`config.mk`:
```
export PLATFORM = sky130hd
export DESIGN_NAME = stage_buf
export DESIGN_NICKNAME = d
export VERILOG_FILES = /design/src/rtl/stage_buf_pkg.sv /design/src/rtl/stage_buf_ptr.sv /design/src/rtl/stage_buf.sv
export SDC_FILE = /design/constraint.sdc
export NUM_CORES = 1
export LEC_CHECK = 0
export BUFFER_PORTS_ARGS = -buffer_cell sky130_fd_sc_hd__buf_2
export CORE_MARGIN = 3
export CORE_UTILIZATION = 55
export DETAILED_ROUTE_END_ITERATION = 12
export PLACE_DENSITY_LB_ADDON = 0.15
export SLEW_MARGIN = 20
export SYNTH_ARGS = -nofsm -noshare
export SYNTH_HDL_FRONTEND = slang
export SYNTH_HIERARCHICAL = 1
export SYNTH_SLANG_ARGS = --single-unit
```
`constraint.sdc`:
```
create_clock -name clk_i -period 4.7 [get_ports clk_i]
set_clock_uncertainty 0.1 [all_clocks]
set_input_delay 0 -clock clk_i [delete_from_list [all_inputs] [get_ports clk_i]]
set_output_delay 0 -clock clk_i [all_outputs]
set_load 0.02 [all_outputs]
```
`src/rtl/stage_buf_pkg.sv`:
```
// Shared core constants and helpers for the pipeline staging buffer.
package stage_buf_pkg;

  localparam int unsigned XLEN     = 32;
  localparam int unsigned INSTR_W  = 32;
  localparam int unsigned PC_W     = 32;
  localparam int unsigned OPINFO_W = 16;
  localparam int unsigned IMM_W    = 32;
  localparam int unsigned SYS_W    = 8;

  // Canonical NOP (addi x0, x0, 0) used as the pipeline bubble.
  localparam logic [31:0] NOP_INSN = 32'h13;

  typedef enum logic [1:0] {
    BUF_IDLE = 2'b00,
    BUF_PUSH = 2'b01,
    BUF_POP  = 2'b10,
    BUF_BOTH = 2'b11
  } buf_op_e;

  function automatic int unsigned ptr_width(input int unsigned depth);
    return (depth > 1) ? $clog2(depth) : 1;
  endfunction

endpackage

```
`src/rtl/stage_buf_ptr.sv`:
```
// Pointer counter that wraps explicitly from DEPTH-1 back to 0.
module stage_buf_ptr
  import stage_buf_pkg::*;
#(
  parameter  int unsigned DEPTH = 2,
  localparam int unsigned PTR_W = ptr_width(DEPTH)
) (
  input  logic             clk_i,
  input  logic             rst_i,
  input  logic             clr_i,
  input  logic             inc_i,
  output logic [PTR_W-1:0] ptr_o
);

  logic [PTR_W-1:0] ptr_q, ptr_d;

  always_comb begin
    ptr_d = ptr_q;
    if (clr_i) begin
      ptr_d = '0;
    end else if (inc_i) begin
      ptr_d = (ptr_q == PTR_W'(DEPTH - 1)) ? '0 : ptr_q + PTR_W'(1);
    end
  end

  always_ff @(posedge clk_i) begin
    if (rst_i) begin
      ptr_q <= '0;
    end else begin
      ptr_q <= ptr_d;
    end
  end

  assign ptr_o = ptr_q;

endmodule

```
`src/rtl/stage_buf.sv`:
```
// Registered pipeline staging FIFO; drives a bubble value while empty.
module stage_buf
  import stage_buf_pkg::*;
#(
  parameter  int unsigned        DATA_W     = XLEN,
  parameter  int unsigned        DEPTH      = 2,
  parameter  logic [DATA_W-1:0]  BUBBLE_VAL = DATA_W'(NOP_INSN),
  parameter  bit                 RDY_PASS   = 1'b0,
  localparam int unsigned        CNT_W      = $clog2(DEPTH + 1)
) (
  input  logic              clk_i,
  input  logic              rst_i,
  input  logic              flush_i,
  input  logic              in_valid_i,
  input  logic [DATA_W-1:0] in_data_i,
  output logic              in_ready_o,
  output logic              out_valid_o,
  output logic [DATA_W-1:0] out_data_o,
  input  logic              out_ready_i,
  output logic [CNT_W-1:0]  count_o
);

  localparam int unsigned PTR_W = ptr_width(DEPTH);

  logic [CNT_W-1:0]  count_q, count_d;
  logic [PTR_W-1:0]  wr_ptr, rd_ptr;
  logic [DATA_W-1:0] mem_q [DEPTH];
  logic              not_full, push, pop;
  buf_op_e           op;

  assign not_full    = (count_q < CNT_W'(DEPTH));
  // With RDY_PASS a full buffer still accepts when the head is leaving this cycle.
  assign in_ready_o  = (not_full | (RDY_PASS & out_ready_i)) & ~flush_i;
  assign out_valid_o = (count_q != '0);
  assign push        = in_valid_i & in_ready_o;
  assign pop         = out_valid_o & out_ready_i;
  assign op          = buf_op_e'({pop, push});

  always_comb begin
    count_d = count_q;
    if (flush_i) begin
      count_d = '0;
    end else begin
      unique case (op)
        BUF_PUSH: count_d = count_q + CNT_W'(1);
        BUF_POP:  count_d = count_q - CNT_W'(1);
        default:  count_d = count_q;
      endcase
    end
  end

  always_ff @(posedge clk_i) begin
    if (rst_i) begin
      count_q <= '0;
    end else begin
      count_q <= count_d;
    end
  end

  always_ff @(posedge clk_i) begin
    if (push) begin
      mem_q[wr_ptr] <= in_data_i;
    end
  end

  stage_buf_ptr #(.DEPTH(DEPTH)) u_wr_ptr (
    .clk_i (clk_i),
    .rst_i (rst_i),
    .clr_i (flush_i),
    .inc_i (push),
    .ptr_o (wr_ptr)
  );

  stage_buf_ptr #(.DEPTH(DEPTH)) u_rd_ptr (
    .clk_i (clk_i),
    .rst_i (rst_i),
    .clr_i (flush_i),
    .inc_i (pop),
    .ptr_o (rd_ptr)
  );

  assign out_data_o = out_valid_o ? mem_q[rd_ptr] : BUBBLE_VAL;
  assign count_o    = count_q;

endmodule

```
==> Word level (Yosys, flattened, before mapping) <==
Memories as Yosys holds them, arrays and structs flattened. A register that Yosys moved wholly into a read port is not among the register bits.
Index checks and enable logic that the tools add are counted.
W data, S select, Z words.
{ "op_classes": {"n_mux": 8, "order_cmp": 1, "bitwise_logic": 4, "n_eq_ne": 2, "reduce_logical": 3, "addsub": 4} }
{ "op_table": {"columns": ["cell", "n"], "rows": [
  ["$mux W32", 1],
  ["$mux W1", 6],
  ["$pmux W2 S2", 1],
  ["$reduce_bool A2 Y1", 2],
  ["$and A1 B1 Y1", 3],
  ["$add A1 B1 Y1 const B", 2],
  ["$add A2 B1 Y2 const B", 1],
  ["$eq A2 B1 Y1 const B", 1],
  ["$eq A2 B2 Y1 const B", 1],
  ["$lt A2 B2 Y1 const B", 1],
  ["$reduce_or A2 Y1", 1],
  ["$sub A2 B1 Y2 const B", 1],
  ["$not A1 Y1", 1]
]} }
{ "totals": {"n_memories": 1, "ramBits": 64, "wordCells": 26, "reg_bits": 4, "inputBits": 37} }
{ "mem_list": {"columns": ["memory", "depth", "width", "read_ports", "rd_clocked_by_memory_dff", "wr", "line_no", "rtl"], "rows": [
  ["mem_q", 2, 32, 1, 1, 1, "stage_buf.sv:27", "logic [DATA_W-1:0] mem_q [DEPTH];"]
]} }

==> Longest topological paths before layout <==
{ "logic_depth": {"depth_word": 5, "depth_mapped": 7, "depth_no_buf": 7} }

==> Cells and area by module <==
Netlist, hierarchy kept.
{ "by_module_without_submodules": {"columns": ["module", "cells_each", "n_inst", "area_per_inst_um2", "seq_area_each_um2"], "rows": [
  ["stage_buf", 152, 1, 2524.9, 1961.9],
  ["stage_buf_ptr", 3, 2, 38.8, 20.0]
]} }

==> Least setup slack after synthesis <==
Ideal clock, no wire load.
{ "synth_path": {"path_type": "reg-to-reg", "startpoint": "reg count_q[1], in the netlist count_o[1]", "endpoint": "mem mem_q[0][0] (netlist name) (enable)", "arrival_time_ns": 2.298, "path_slack_ns": 1.881, "t_required_ns": 4.179, "path_stages_with_launch": 4, "path_cell_list": "dfxtp_1 nor2_1 nand2_1 nor2_1"} }
{ "synth_between": {"elab_chain_len": 5} }
{ "synth_lines": {"columns": ["element", "line_no", "rtl"], "rows": [
  ["from (decl)", "stage_buf.sv:25", "logic [CNT_W-1:0] count_q, count_d;"],
  ["from (signal assigned)", "stage_buf.sv:56", "count_q <= count_d;"],
  ["$lt A2 B2 Y1", "stage_buf.sv:31", "assign not_full = (count_q < CNT_W'(DEPTH));"],
  ["$and A1 B1 Y1", "stage_buf.sv:33", "assign in_ready_o = (not_full | (RDY_PASS & out_ready_i)) & ~flush_i;"],
  ["net in_ready_o", "stage_buf.sv:16", "output logic in_ready_o,"],
  ["$and A1 B1 Y1", "stage_buf.sv:35", "assign push = in_valid_i & in_ready_o;"],
  ["$mux W1", "stage_buf.sv:61", "if (push) begin"],
  ["$mux W1 (not written as such)", "stage_buf.sv:62", "mem_q[wr_ptr] <= in_data_i;"],
  ["to (decl)", "stage_buf.sv:27", null]
]} }
The timed path passes the listed nets, and every way through them passes these cells.

==> Worst setup path in the final report <==
{ "layout_path": {"startpoint": "reg count_q[1], in the netlist count_o[1]", "endpoint": "reg count_q[1], in the netlist count_o[1]"} }
{ "layout_lines": {"columns": ["element", "line_no", "rtl"], "rows": [
  ["$reduce_bool A2 Y1 *", "stage_buf.sv:34", "assign out_valid_o = (count_q != '0);"],
  ["$and A1 B1 Y1 *", "stage_buf.sv:36", "assign pop = out_valid_o & out_ready_i;"],
  ["net pop", "stage_buf.sv:28", "logic not_full, push, pop;"],
  ["$eq A2 B2 Y1 / $eq A2 B1 Y1 (equally long branches)", "stage_buf.sv:44", "unique case (op)"],
  ["$pmux W2 S2 / $reduce_bool A2 Y1 (equally long branches)", null, null]
]} }
The timed path passes the listed nets; every way through them passes the cells marked *.
A chain may end at the register's enable or synchronous reset.

==> impl_metrics.tcl <==
set metrics [dict create \
    status "finished, final reports clean" \
    ys_seq_elements 68 \
    arrival_ns 2.41 \
    ant_nets 0 \
    ys.warnings.count 6 \
    antenna_found_initial 0 \
    min_path_type "input port to flip-flop" \
    tightest_slew_ns 1.03 \
    hold_ws_ns 0.0606 \
    avgSynthCellArea_sq_um 16.5 \
    hold_viol_final 0 \
    cts_buffers 9 \
    most-common-layout-cells "buf_2 (72), edfxtp_1 (64), dlygate4sd3_1 (35)" \
    nets 309 \
    grt_start_max_net_pins 34 \
    p_leak_nw 1.36 \
    path_buf_inv 2 \
    grt_pass1_wl_microns 7830 \
    synth_top_family_by_area "multiplexers" \
    core_area_sq_um 4470 \
    wire_per_inst_microns 15.7 \
    required_ns 4.83 \
    row_count 24 \
    hpwl_microns 3080 \
    die_w_microns 74.8 \
    htreeDepth 3 \
    power_density_nw_per_um2 341 \
    routed_wl_microns 5150 \
    vias_per_cell 4.99 \
    overflow 0 \
    yosysSeqAreaShare 0.769 \
    clock_tree.root_cell "clkbuf_8" \
    synth-adder-area-share 0.00481 \
    max_freq_mhz 437 \
    antennaDiodeCount 0 \
    start_util 0.582 \
    synthSimpleGateAreaFrac 0.0687 \
    pin_count 73 \
    vdd_drop_max_uv 238 \
    clkTransAtPathRegs_ns 0.06 \
    gp_congestion 0.669 \
    cap_violations 0 \
    die_area_sq_um 5590 \
    synth.distinct_cells 18 \
    dr_total_vias 1637 \
    finalMaxSlewViolations 0 \
    synth_xor_area_frac 0.0135 \
    cp_cell_sequence "nor2_2 -> buf_4 -> inv_1 -> and2_1 -> ha_1 -> or3_1 -> a211oi_1" \
    cts_buffer_depth 2 \
    chipHeight_microns 74.8 \
    tns_ns 0 \
    syn_inst 158 \
    startpoint_type "flip-flop" \
    end_kind "flip-flop" \
    finalCritPeriodShare 0.486 \
    first_global_vias 1725 \
    clock_sinks 68 \
    dr.pass1.iters 4 \
    period_minus_slack_ns 2.29 \
    slew_headroom 0.316 \
    cts_tree "yes" \
    portBuffers 72 \
    drt_iter0_markers 99 \
    syn-num-nets 196 \
    gr-usage-all-layers 0.197 \
    clk_latency_ns 0.32 \
    max_stage_delay_ns 0.35 \
    muxShareOfSynthArea 0.123 \
    finalSetupViolCount 0 \
    crit_slowest_cell "dfxtp_1" \
    synth_area_sq_um 2600 \
    n_fill_cell 252 \
    rsz0062_at_grt "false" \
    crit_fanout 30 \
    synth_compound_area_frac 0.00481 \
    final_common_cell "buf_2" \
    drc 0 \
    path_class "flip-flop to flip-flop" \
    critical_path.top_delay_family "simple AND/OR/NAND/NOR gates" \
    post_cts_buffers 0 \
    area_delta_synth_final_pct 36.2 \
    drive_above_1_share 0.333 \
]
==> cell type report <==
| class | instances | area [sq um] | area share |
|---|---|---|---|
| flip-flops and latches | 68 | 2000 | 0.565 |
| multi-input cells | 81 | 569 | 0.161 |
| clock inverters | 2 | 10.0 | 0.00282 |
| well taps | 52 | 65.1 | 0.0184 |
| inverters | 2 | 7.51 | 0.00212 |
| repair buffers | 109 | 726 | 0.205 |
| clock buffers | 14 | 163 | 0.0459 |
==> tightest hold or removal path: cells and delay by family <==
family        cells  cell delay (ns)
simple gates      2             0.20
buf+inv           2             0.17
xor+xnor          1             0.07
==> power breakdown <==
group / internal (mW) / total [mW] / switching (mW) / leakage (nW)
registers: 0.681 / 0.688 / 0.00718 / 0.621
logic: 0.0492 / 0.103 / 0.0543 / 0.647
clock network: 0.219 / 0.415 / 0.196 / 0.0905
total: 0.950 / 1.21 / 0.257 / 1.36
==> logic make-up after synthesis <==
logic type	Yosys count
AO/OA/AOI/OAI	2
AND/OR/NAND/NOR	42
buffers and inverters	9
adder cells (fa/ha/maj)	1
XOR/XNOR	4
multiplexers	32
flip-flops	68
==> path summary, 6_finish.rpt <==
| path | slack (ns) | start | cells after the start | endpoint |
|---|---|---|---|---|
| max | 2.41 | count_o[1] | 7 | count_o[1] |
| min | 0.06 | in_valid_i | 5 | u_wr_ptr/ptr_o |
| max reg2reg | 2.41 | count_o[1] | 7 | count_o[1] |
| min reg2reg | 0.45 | count_o[1] | 2 | count_o[1] |
==> flip-flops by register name, indices dropped and copies added, names as in the netlist <==
name	flops
mem_q	64
count_o	2
u_rd_ptr/ptr_o	1
u_wr_ptr/ptr_o	1
==> layer usage <==
metal / vias to the layer above / wire [microns] / GRT usage
met4: 0 / 99 / 0.126
met5: - / 0 / 0
met3: 9 / 219 / 0.0587
met2: 48 / 2800 / 0.336
met1: 775 / 2030 / 0.213
li1: 805 / - / -
==> metrics by stage <==
stage,std cells,utilization,area (sq um),setup WS (ns),power [mW]
2_1_floorplan,158,-,2600,1.88,0.743
3_3_place_gp,277,0.675,3020,2.58,0.777
3_5_place_dp,277,0.675,3020,2.42,0.783
4_1_cts,328,0.792,3540,2.40,1.21
5_1_grt,328,0.792,3540,2.25,1.26
6_report,328,0.792,3540,2.41,1.21
==> what timing repair did <==
item	in CTS	in global routing
hold buffers	35	0
endpoints found under the hold margin	68	0
gates resized for setup	0	0
==> Yosys cell counts <==
library cell,instances,area (sq um)
o21ai_0,1,5.00
nor3_2,2,20.0
xnor2_1,3,26.3
inv_1,2,7.51
mux2i_1,32,320
nand2_1,4,15.0
a211oi_1,1,7.51
and2_1,1,6.26
xor2_1,1,8.76
nor2_1,32,120
clkbuf_1,1,3.75
dfxtp_1,4,80.1
ha_1,1,12.5
edfxtp_1,64,1920
and3_1,1,6.26
or3_1,1,6.26
nor3_1,1,5.00
buf_2,6,30.0
No activity file was read; power rests on OpenSTA's default activity.
